===== src/rtl/riscv_tag_pkg.sv =====
// Shared types for the DIFT tag-execution slice: propagation policies and the trap FSM.
package riscv_tag_pkg;

    localparam int TAG_MODE_WIDTH = 3;

    typedef enum logic [TAG_MODE_WIDTH-1:0] {
        PASS_A = 3'd0,
        OR_AB  = 3'd1,
        AND_AB = 3'd2,
        OR_ALL = 3'd3,
        PASS_C = 3'd4,
        CLEAR  = 3'd5,
        SET    = 3'd6
    } tag_mode_e;

    typedef enum logic {
        IDLE = 1'b0,
        PEND = 1'b1
    } tag_fsm_e;

endpackage


===== src/rtl/riscv_tag_policy.sv =====
// Combinational tag-propagation policy: selects the result tag from the operand tags
// and reports whether the instruction propagates tags at all.
module riscv_tag_policy
    import riscv_tag_pkg::*;
#(
    parameter int TAG_WIDTH = 1,
    parameter int NUM_OPS   = 3
) (
    input  logic [TAG_MODE_WIDTH-1:0]     mode_i,
    input  logic [NUM_OPS*TAG_WIDTH-1:0]  op_tag_i,
    output logic [TAG_WIDTH-1:0]          result_o,
    output logic                          tag_en_o
);

    logic [TAG_WIDTH-1:0] or_chain [NUM_OPS];
    logic [TAG_WIDTH-1:0] op_a;
    logic [TAG_WIDTH-1:0] op_b;
    logic [TAG_WIDTH-1:0] op_c;
    tag_mode_e            mode;

    assign op_a = op_tag_i[0 +: TAG_WIDTH];
    assign op_b = op_tag_i[TAG_WIDTH +: TAG_WIDTH];
    assign op_c = op_tag_i[(NUM_OPS-1)*TAG_WIDTH +: TAG_WIDTH];
    assign mode = tag_mode_e'(mode_i);

    assign or_chain[0] = op_a;
    generate
        for (genvar gi = 1; gi < NUM_OPS; gi++) begin : g_or_all
            assign or_chain[gi] = or_chain[gi-1] | op_tag_i[gi*TAG_WIDTH +: TAG_WIDTH];
        end
    endgenerate

    // The unassigned code 7 falls through to the CLEAR behaviour, including the enable.
    always_comb begin
        result_o = '0;
        case (mode)
            PASS_A:  result_o = op_a;
            OR_AB:   result_o = op_a | op_b;
            AND_AB:  result_o = op_a & op_b;
            OR_ALL:  result_o = or_chain[NUM_OPS-1];
            PASS_C:  result_o = op_c;
            SET:     result_o = '1;
            default: result_o = '0;
        endcase
    end

    assign tag_en_o = (mode != CLEAR) && (mode_i != TAG_MODE_WIDTH'(7));

endmodule


===== src/rtl/riscv_ex_tag_pipe.sv =====
// EX-stage DIFT tag pipe: one-entry EX/WB tag slot with handshake, sticky PC tag,
// and a stalling tag-violation trap with a saturating violation counter.
module riscv_ex_tag_pipe
    import riscv_tag_pkg::*;
#(
    parameter int TAG_WIDTH = 1,
    parameter int NUM_OPS   = 3,
    parameter int CNT_WIDTH = 8
) (
    input  logic                          clk,
    input  logic                          rst_n,
    input  logic                          valid_i,
    output logic                          ready_o,
    input  logic [TAG_MODE_WIDTH-1:0]     mode_i,
    input  logic [NUM_OPS*TAG_WIDTH-1:0]  op_tag_i,
    input  logic                          rf_we_i,
    input  logic                          data_we_i,
    input  logic                          branch_i,
    input  logic                          taken_i,
    input  logic [TAG_WIDTH-1:0]          check_mask_i,
    output logic                          wb_valid_o,
    input  logic                          wb_ready_i,
    output logic [TAG_WIDTH-1:0]          wb_tag_o,
    output logic                          wb_rf_we_o,
    output logic                          wb_data_we_o,
    output logic [TAG_WIDTH-1:0]          pc_tag_o,
    input  logic                          pc_tag_clr_i,
    output logic                          trap_req_o,
    input  logic                          trap_ack_i,
    output logic [CNT_WIDTH-1:0]          viol_cnt_o,
    input  logic                          viol_cnt_clr_i
);

    logic [TAG_WIDTH-1:0] policy_tag;
    logic                 tag_en;
    logic [TAG_WIDTH-1:0] op_c;
    logic [TAG_WIDTH-1:0] tgt_tag;
    logic                 acc;
    logic                 slot_load;
    logic                 ctrl_taken;
    logic                 violation;

    logic                 wb_valid_q,   wb_valid_d;
    logic [TAG_WIDTH-1:0] wb_tag_q,     wb_tag_d;
    logic                 wb_rf_we_q,   wb_rf_we_d;
    logic                 wb_data_we_q, wb_data_we_d;
    logic [TAG_WIDTH-1:0] pc_tag_q,     pc_tag_d;
    logic [CNT_WIDTH-1:0] viol_cnt_q,   viol_cnt_d;
    tag_fsm_e             state_q,      state_d;

    riscv_tag_policy #(
        .TAG_WIDTH (TAG_WIDTH),
        .NUM_OPS   (NUM_OPS)
    ) u_policy (
        .mode_i   (mode_i),
        .op_tag_i (op_tag_i),
        .result_o (policy_tag),
        .tag_en_o (tag_en)
    );

    assign op_c       = op_tag_i[(NUM_OPS-1)*TAG_WIDTH +: TAG_WIDTH];
    assign tgt_tag    = (op_c != '0) ? op_c : policy_tag;
    assign ready_o    = (state_q == IDLE) && (!wb_valid_q || wb_ready_i);
    assign acc        = valid_i && ready_o;
    assign slot_load  = acc && !branch_i;
    assign ctrl_taken = acc && branch_i && taken_i;
    assign violation  = ctrl_taken && ((tgt_tag & check_mask_i) != '0);

    always_comb begin
        wb_valid_d   = wb_valid_q;
        wb_tag_d     = wb_tag_q;
        wb_rf_we_d   = wb_rf_we_q;
        wb_data_we_d = wb_data_we_q;
        pc_tag_d     = pc_tag_q;
        viol_cnt_d   = viol_cnt_q;
        state_d      = state_q;

        // A consumed slot is refilled in the same cycle when a new result arrives.
        if (slot_load) begin
            wb_valid_d   = 1'b1;
            wb_tag_d     = policy_tag;
            wb_rf_we_d   = rf_we_i && tag_en;
            wb_data_we_d = data_we_i && tag_en;
        end else if (wb_ready_i) begin
            wb_valid_d   = 1'b0;
        end

        if (pc_tag_clr_i) begin
            pc_tag_d = '0;
        end else if (ctrl_taken) begin
            pc_tag_d = pc_tag_q | tgt_tag;
        end

        if (viol_cnt_clr_i) begin
            viol_cnt_d = '0;
        end else if (violation && (viol_cnt_q != '1)) begin
            viol_cnt_d = viol_cnt_q + 1'b1;
        end

        case (state_q)
            IDLE:    if (violation)  state_d = PEND;
            PEND:    if (trap_ack_i) state_d = IDLE;
            default: state_d = IDLE;
        endcase
    end

    always_ff @(posedge clk or negedge rst_n) begin
        if (!rst_n) begin
            wb_valid_q   <= 1'b0;
            wb_tag_q     <= '0;
            wb_rf_we_q   <= 1'b0;
            wb_data_we_q <= 1'b0;
            pc_tag_q     <= '0;
            viol_cnt_q   <= '0;
            state_q      <= IDLE;
        end else begin
            wb_valid_q   <= wb_valid_d;
            wb_tag_q     <= wb_tag_d;
            wb_rf_we_q   <= wb_rf_we_d;
            wb_data_we_q <= wb_data_we_d;
            pc_tag_q     <= pc_tag_d;
            viol_cnt_q   <= viol_cnt_d;
            state_q      <= state_d;
        end
    end

    assign wb_valid_o   = wb_valid_q;
    assign wb_tag_o     = wb_tag_q;
    assign wb_rf_we_o   = wb_rf_we_q;
    assign wb_data_we_o = wb_data_we_q;
    assign pc_tag_o     = pc_tag_q;
    assign trap_req_o   = (state_q == PEND);
    assign viol_cnt_o   = viol_cnt_q;

endmodule


===== config.mk =====
export PLATFORM = sky130hd
export DESIGN_NAME = riscv_ex_tag_pipe
export DESIGN_NICKNAME = d
export VERILOG_FILES = /design/src/rtl/riscv_tag_pkg.sv /design/src/rtl/riscv_tag_policy.sv /design/src/rtl/riscv_ex_tag_pipe.sv
export SDC_FILE = /design/constraint.sdc
export NUM_CORES = 1
export LEC_CHECK = 0
export BUFFER_PORTS_ARGS = -buffer_cell sky130_fd_sc_hd__buf_2
export CORE_MARGIN = 5
export CORE_UTILIZATION = 30
export CTS_CLUSTER_DIAMETER = 60
export DETAILED_ROUTE_END_ITERATION = 10
export GPL_ROUTABILITY_DRIVEN = 0
export PLACE_DENSITY = 0.6
export RECOVER_POWER = 100
export SLEW_MARGIN = 40
export SYNTH_ARGS = -nofsm -noshare
export SYNTH_HDL_FRONTEND = slang
export SYNTH_SLANG_ARGS = --single-unit

===== constraint.sdc =====
create_clock -name clk -period 2.4 [get_ports clk]
set_clock_uncertainty 0.05 [all_clocks]
set_input_delay 0.48 -clock clk [delete_from_list [all_inputs] [get_ports clk]]
set_output_delay 0.48 -clock clk [all_outputs]
set_load 0.005 [all_outputs]

After elaboration in Yosys (flattened, before gate mapping). Index checks and enable logic that the tools add are counted.

$add $sub $neg: 1. Equal/unequal tests: 8. Multiplexer cells: 11. Bitwise gates (word level): 6. Reduce and logical (&&, ||, !) cells: 17.

Operators with widths (count): two-way mux 8 bit (2); logical AND 1 bit (10); adder 8 x 1 -> 8 bit (second input constant) (1); inequality test 8 bit (second input constant) (1); two-way mux 1 bit (7); == test 3 x 2 -> 1 bit (second input constant) (2); == test 3 bit (second input constant) (2); inequality test 3 bit (second input constant) (2); one-hot mux 1 bit (6 select lines) (1); nonzero test 2 bit (3); == test 3 x 1 -> 1 bit (second input constant) (1); zero test 3 bit (1); bitwise OR 1 bit (3); AND 1 bit (2); zero test 1 bit (2); one-hot mux 1 bit (2 select lines) (1); logical OR 1 bit (1); inverter 1 bit (1).

Register bits: 14. Bits of input ports: 18.

Logic depth before layout (Yosys ltp).
Depth after elaboration: 10. Depth in mapped cells: 6. Gate-level depth less buffers: 6.

Hierarchy. From an unflattened synthesis, not the netlist that was laid out.

Cells, all modules: 78. Area total of the unflattened synthesis: 760.7 µm².

By module, submodules not included: riscv_ex_tag_pipe (times used 1, cells an instance 70, area an instance 708.2 µm², seq. area each 350.3 µm²); riscv_tag_policy (times used 1, cells an instance 8, area an instance 52.6 µm², seq. area each 0.0 µm²).

Worst setup path before layout. OpenSTA, ideal clock, no wires.

Path kind: input -> register. From: in op_tag_i[1]. To: reg viol_cnt_q[5], in the netlist viol_cnt_o[5]. Library setup time: 0.125 ns. Arrival time: 1.699 ns. Setup slack: 0.526 ns. Stages: 6. Buffers on the path: 1. Path through: nand2b_1 -> a21oi_2 -> o31a_1 -> buf_6 -> nor4_1 -> mux2_2.

Word-level cells in the longest chain between the ends: 8.

Ends and longest elaborated chain: start: declaration (line riscv_ex_tag_pipe.sv:15) `input logic [NUM_OPS*TAG_WIDTH-1:0] op_tag_i,`; bitwise OR 1 bit (line riscv_tag_policy.sv:29, riscv_tag_policy.sv:38); bitwise OR 1 bit (line riscv_tag_policy.sv:29) `assign or_chain[gi] = or_chain[gi-1] | op_tag_i[gi*TAG_WIDTH +: TAG_WIDTH];`; one-hot mux 1 bit (6 select lines) (*) (line riscv_tag_policy.sv:36) `case (mode)`; two-way mux 1 bit (*) (line riscv_ex_tag_pipe.sv:62) `assign tgt_tag = (op_c != '0) ? op_c : policy_tag;`; AND 1 bit (*) (line riscv_ex_tag_pipe.sv:67) `assign violation = ctrl_taken && ((tgt_tag & check_mask_i) != '0);`; logical AND 1 bit (*) (line riscv_ex_tag_pipe.sv:67); logical AND 1 bit (*) (line riscv_ex_tag_pipe.sv:96) `end else if (violation && (viol_cnt_q != '1)) begin`; nonzero test 2 bit (no source line) (*); end signal: assignment (line riscv_ex_tag_pipe.sv:122) `viol_cnt_q <= viol_cnt_d;`; end: declaration (line riscv_ex_tag_pipe.sv:48) `logic [CNT_WIDTH-1:0] viol_cnt_q, viol_cnt_d;`.

Every way passes the cells marked *; elsewhere a longest branch is shown, timed or not. A chain may end at the register's enable or synchronous reset.

Worst setup path in the final report.
From: reg wb_valid_q, in the netlist wb_valid_o. To: reg viol_cnt_q[7], in the netlist viol_cnt_o[7].

Word-level cells in the longest chain between the ends: 9.

Ends and longest elaborated chain: start: declaration (line riscv_ex_tag_pipe.sv:43) `logic wb_valid_q, wb_valid_d;`; start signal: assignment (line riscv_ex_tag_pipe.sv:117) `wb_valid_q <= wb_valid_d;`; zero test 1 bit (line riscv_ex_tag_pipe.sv:63) `assign ready_o = (state_q == IDLE) && (!wb_valid_q || wb_ready_i);`; logical OR 1 bit (line riscv_ex_tag_pipe.sv:63); logical AND 1 bit (line riscv_ex_tag_pipe.sv:63); logical AND 1 bit (line riscv_ex_tag_pipe.sv:64) `assign acc = valid_i && ready_o;`; logical AND 1 bit (2 in series) (line riscv_ex_tag_pipe.sv:66) `assign ctrl_taken = acc && branch_i && taken_i;`; logical AND 1 bit (line riscv_ex_tag_pipe.sv:67); logical AND 1 bit (line riscv_ex_tag_pipe.sv:96); nonzero test 2 bit (no source line).

Every way passes these cells.

==> impl_metrics.tcl <==
set metrics [dict create \
    status "complete, no violations" \
    nets 139 \
    syn-num-nets 104 \
    cts_tree "built" \
    drc 0 \
    drt-initial-drc-count 20 \
    cap_violations 0 \
    maxSlewHeadroom_pct 48.6 \
    synth_warnings 0 \
    post-cts-setup-buffers 0 \
    fin_ws_ns 0.364 \
    fin_crit_sh_pct 84.9 \
    grt_first_pass_wirelength_mm 3.10 \
    netSwitchingPower_uw 129 \
    timing.fmax_ghz 0.491 \
    ys_types 34 \
    leakagePower_uw 0.000436 \
    pre_cts_ws_ns 0.273 \
    viasPerCell 5.21 \
    wirelength_mm 1.86 \
    power_frac_seq_pct 50.8 \
    ios 33 \
    ir_drop_v 0.000374 \
    coreArea_um2 2520 \
    syn_inst 85 \
    internal_power_uw 376 \
    seq_area_frac_synth_pct 43.8 \
    wl_per_cell_um 12.5 \
    clkTransAtPathRegs_ns 0.09 \
    grt_overflow 0 \
    worst_pin_slew_ns 0.767 \
    rsz0062_at_grt "no" \
    final_common_cell "buf_2" \
    layout_common_cells "buf_2 (22), dfrtp_1 (14), clkbuf_1 (10), a21oi_1 (7)" \
    grt_start_max_net_pins 15 \
    clock-sinks 14 \
    seqCellArea_um2 350 \
    layout-drive-gt1-share_pct 27.7 \
    nFillCells 285 \
    areaGrowthSynthToFinish_pct 25.2 \
    die_y_um 61.6 \
    ctsRootBufferMaster "clkbuf_4" \
    min_path_type "in2async" \
    setup_viol 0 \
    p_clk_share_pct 33.5 \
    die_x_um 61.6 \
    drv_slew 0 \
    cts_buffers 3 \
    final.min_clock_period_ns 2.04 \
    synth.cell_area_um2 800 \
    dieArea_um2 3800 \
    combPwrFrac_pct 15.7 \
    ant_nets 0 \
    multiInputGateArea_um2 407 \
    start_util_pct 31.7 \
    grtUsageTotal_pct 10.8 \
    ys_seq_elements 14 \
    hold_viol_final 0 \
    postCtsHoldBufs 0 \
    swShare_pct 25.5 \
    dp_hpwl_mm 1.43 \
    power_density_nw_per_um2 504 \
    dp_cells 145 \
    syn_avg_cell_area_um2 9.41 \
    vias 777 \
    path_max_fanout 12 \
    htreeDepth 1 \
    critPathLaunchType "flop" \
    numPortBuffers 32 \
    insertion_delay_ns 0.28 \
    critPathArrivalTime_ns 2.15 \
    antenna_found_initial 0 \
    antenna_cells 0 \
    setup-tns-final_ns 0 \
    first_pass_iters 4 \
    num_rows 18 \
    stdcell_count 149 \
    grt_pass1_vias 740 \
    worstSetupPathType "reg2reg" \
    cts_resized 0 \
    cp-end-kind "flop" \
    critPathRequiredTime_ns 2.52 \
    cts_max_path_buffers 2 \
]
-- final cells by class --
class	instances	area share [%]
multi-input cells	63	40.6
flip-flops and latches	14	35.0
repair buffers	33	15.1
well taps	30	3.75
clock buffers	4	3.62
inverters	5	1.88
-- worst max-delay path, stage by stage (launching register included) --
cell and delay (ns):
dfrtp_1 0.37, nor2b_1 0.18, nor3_4 0.26, o211ai_1 0.35, nor4_1 0.35, mux2_2 0.37
-- sequential cells by signal, summed over array words and instances (netlist names) --
register,flops
wb_tag_o,1
pc_tag_o,1
trap_req_o,1
wb_valid_o,1
viol_cnt_o,8
wb_rf_we_o,1
wb_data_we_o,1
-- layer usage --
metal	wire, um	share of wire, %	vias up	global-route usage [%]
met4	10	0.54	0	1.82
met5	0	0	-	0
met2	801	43	31	17.8
met1	838	45	352	13.5
li1	-	-	392	-
met3	206	11	2	4.61
-- through the flow --
step                utilization, %  cell area [um2]  hold slack, ns  power [uW]
floorplan                        -              800           0.134         303
global placement              39.0              985           0.351         345
detailed placement            39.0              985           0.350         347
CTS                           40.5             1020          0.0319         524
global route                  39.7             1000           0.252         542
finish                        39.7             1000           0.185         505
-- worst paths after layout --
kind / from / endpoint / slack, ns / cells past startpoint
worst max-delay path: wb_valid_o$_DFFE_PN0P_ / viol_cnt_o[7]$_DFFE_PN0P_ / 0.36 / 5
worst min-delay path: rst_n / wb_data_we_o$_DFFE_PN0P_ / 0.18 / 1
worst max register to register: wb_valid_o$_DFFE_PN0P_ / viol_cnt_o[7]$_DFFE_PN0P_ / 0.36 / 5
worst min register to register: wb_tag_o$_DFFE_PN0P_ / wb_tag_o$_DFFE_PN0P_ / 0.45 / 1
max in group asynchronous: rst_n / viol_cnt_o[1]$_DFFE_PN0P_ / 1.65 / 1
min in group clk: pc_tag_clr_i / pc_tag_o$_DFFE_PN0P_ / 0.29 / 2
-- Yosys cell counts --
cell | instances | area (um2)
nand2_1 | 4 | 15.0
a41oi_1 | 1 | 8.76
nor3_4 | 1 | 16.3
buf_6 | 1 | 11.3
o31a_1 | 1 | 8.76
o31ai_1 | 4 | 30.0
dfrtp_1 | 14 | 350
or4_1 | 3 | 22.5
ha_1 | 1 | 12.5
inv_1 | 5 | 18.8
a21oi_2 | 1 | 8.76
nand4_1 | 2 | 12.5
mux2_2 | 2 | 22.5
nand2b_4 | 1 | 13.8
o211ai_1 | 2 | 15.0
nor2_1 | 6 | 22.5
or3_2 | 1 | 7.51
buf_1 | 1 | 3.75
nor2b_1 | 3 | 18.8
o311ai_0 | 1 | 8.76
a211oi_1 | 1 | 7.51
nand3_1 | 6 | 30.0
buf_2 | 1 | 5.00
o21a_1 | 1 | 7.51
o21ai_0 | 5 | 25.0
and3_1 | 1 | 6.26
or3b_2 | 1 | 8.76
a21oi_1 | 6 | 30.0
or2_2 | 1 | 6.26
a31oi_1 | 1 | 6.26
nor3_1 | 2 | 10.0
and4b_1 | 1 | 10.0
nand2b_1 | 1 | 6.26
nor4_1 | 2 | 12.5
-- cells by family (layout without fill, tap and decap cells) --
kind of cell | Yosys count | in the layout | synth area share [%]
buffers and inverters | 8 | 42 | 4.85
multiplexers | 2 | 2 | 2.82
AND/OR/NAND/NOR | 36 | 36 | 27.4
flip-flops | 14 | 14 | 43.8
adder cells (fa/ha/maj) | 1 | 1 | 1.56
AO/OA/AOI/OAI | 24 | 24 | 19.6
-- power groups by stage --
stage	clock network [uW]	logic, uW	registers (uW)
CTS	182	85.9	256
global placement	0	84.1	261
detailed placement	0	85.4	261
floorplan	0	39.7	263
finish	169	79.2	256
global route	192	91.8	258
Power figures use the tool's default switching activity.
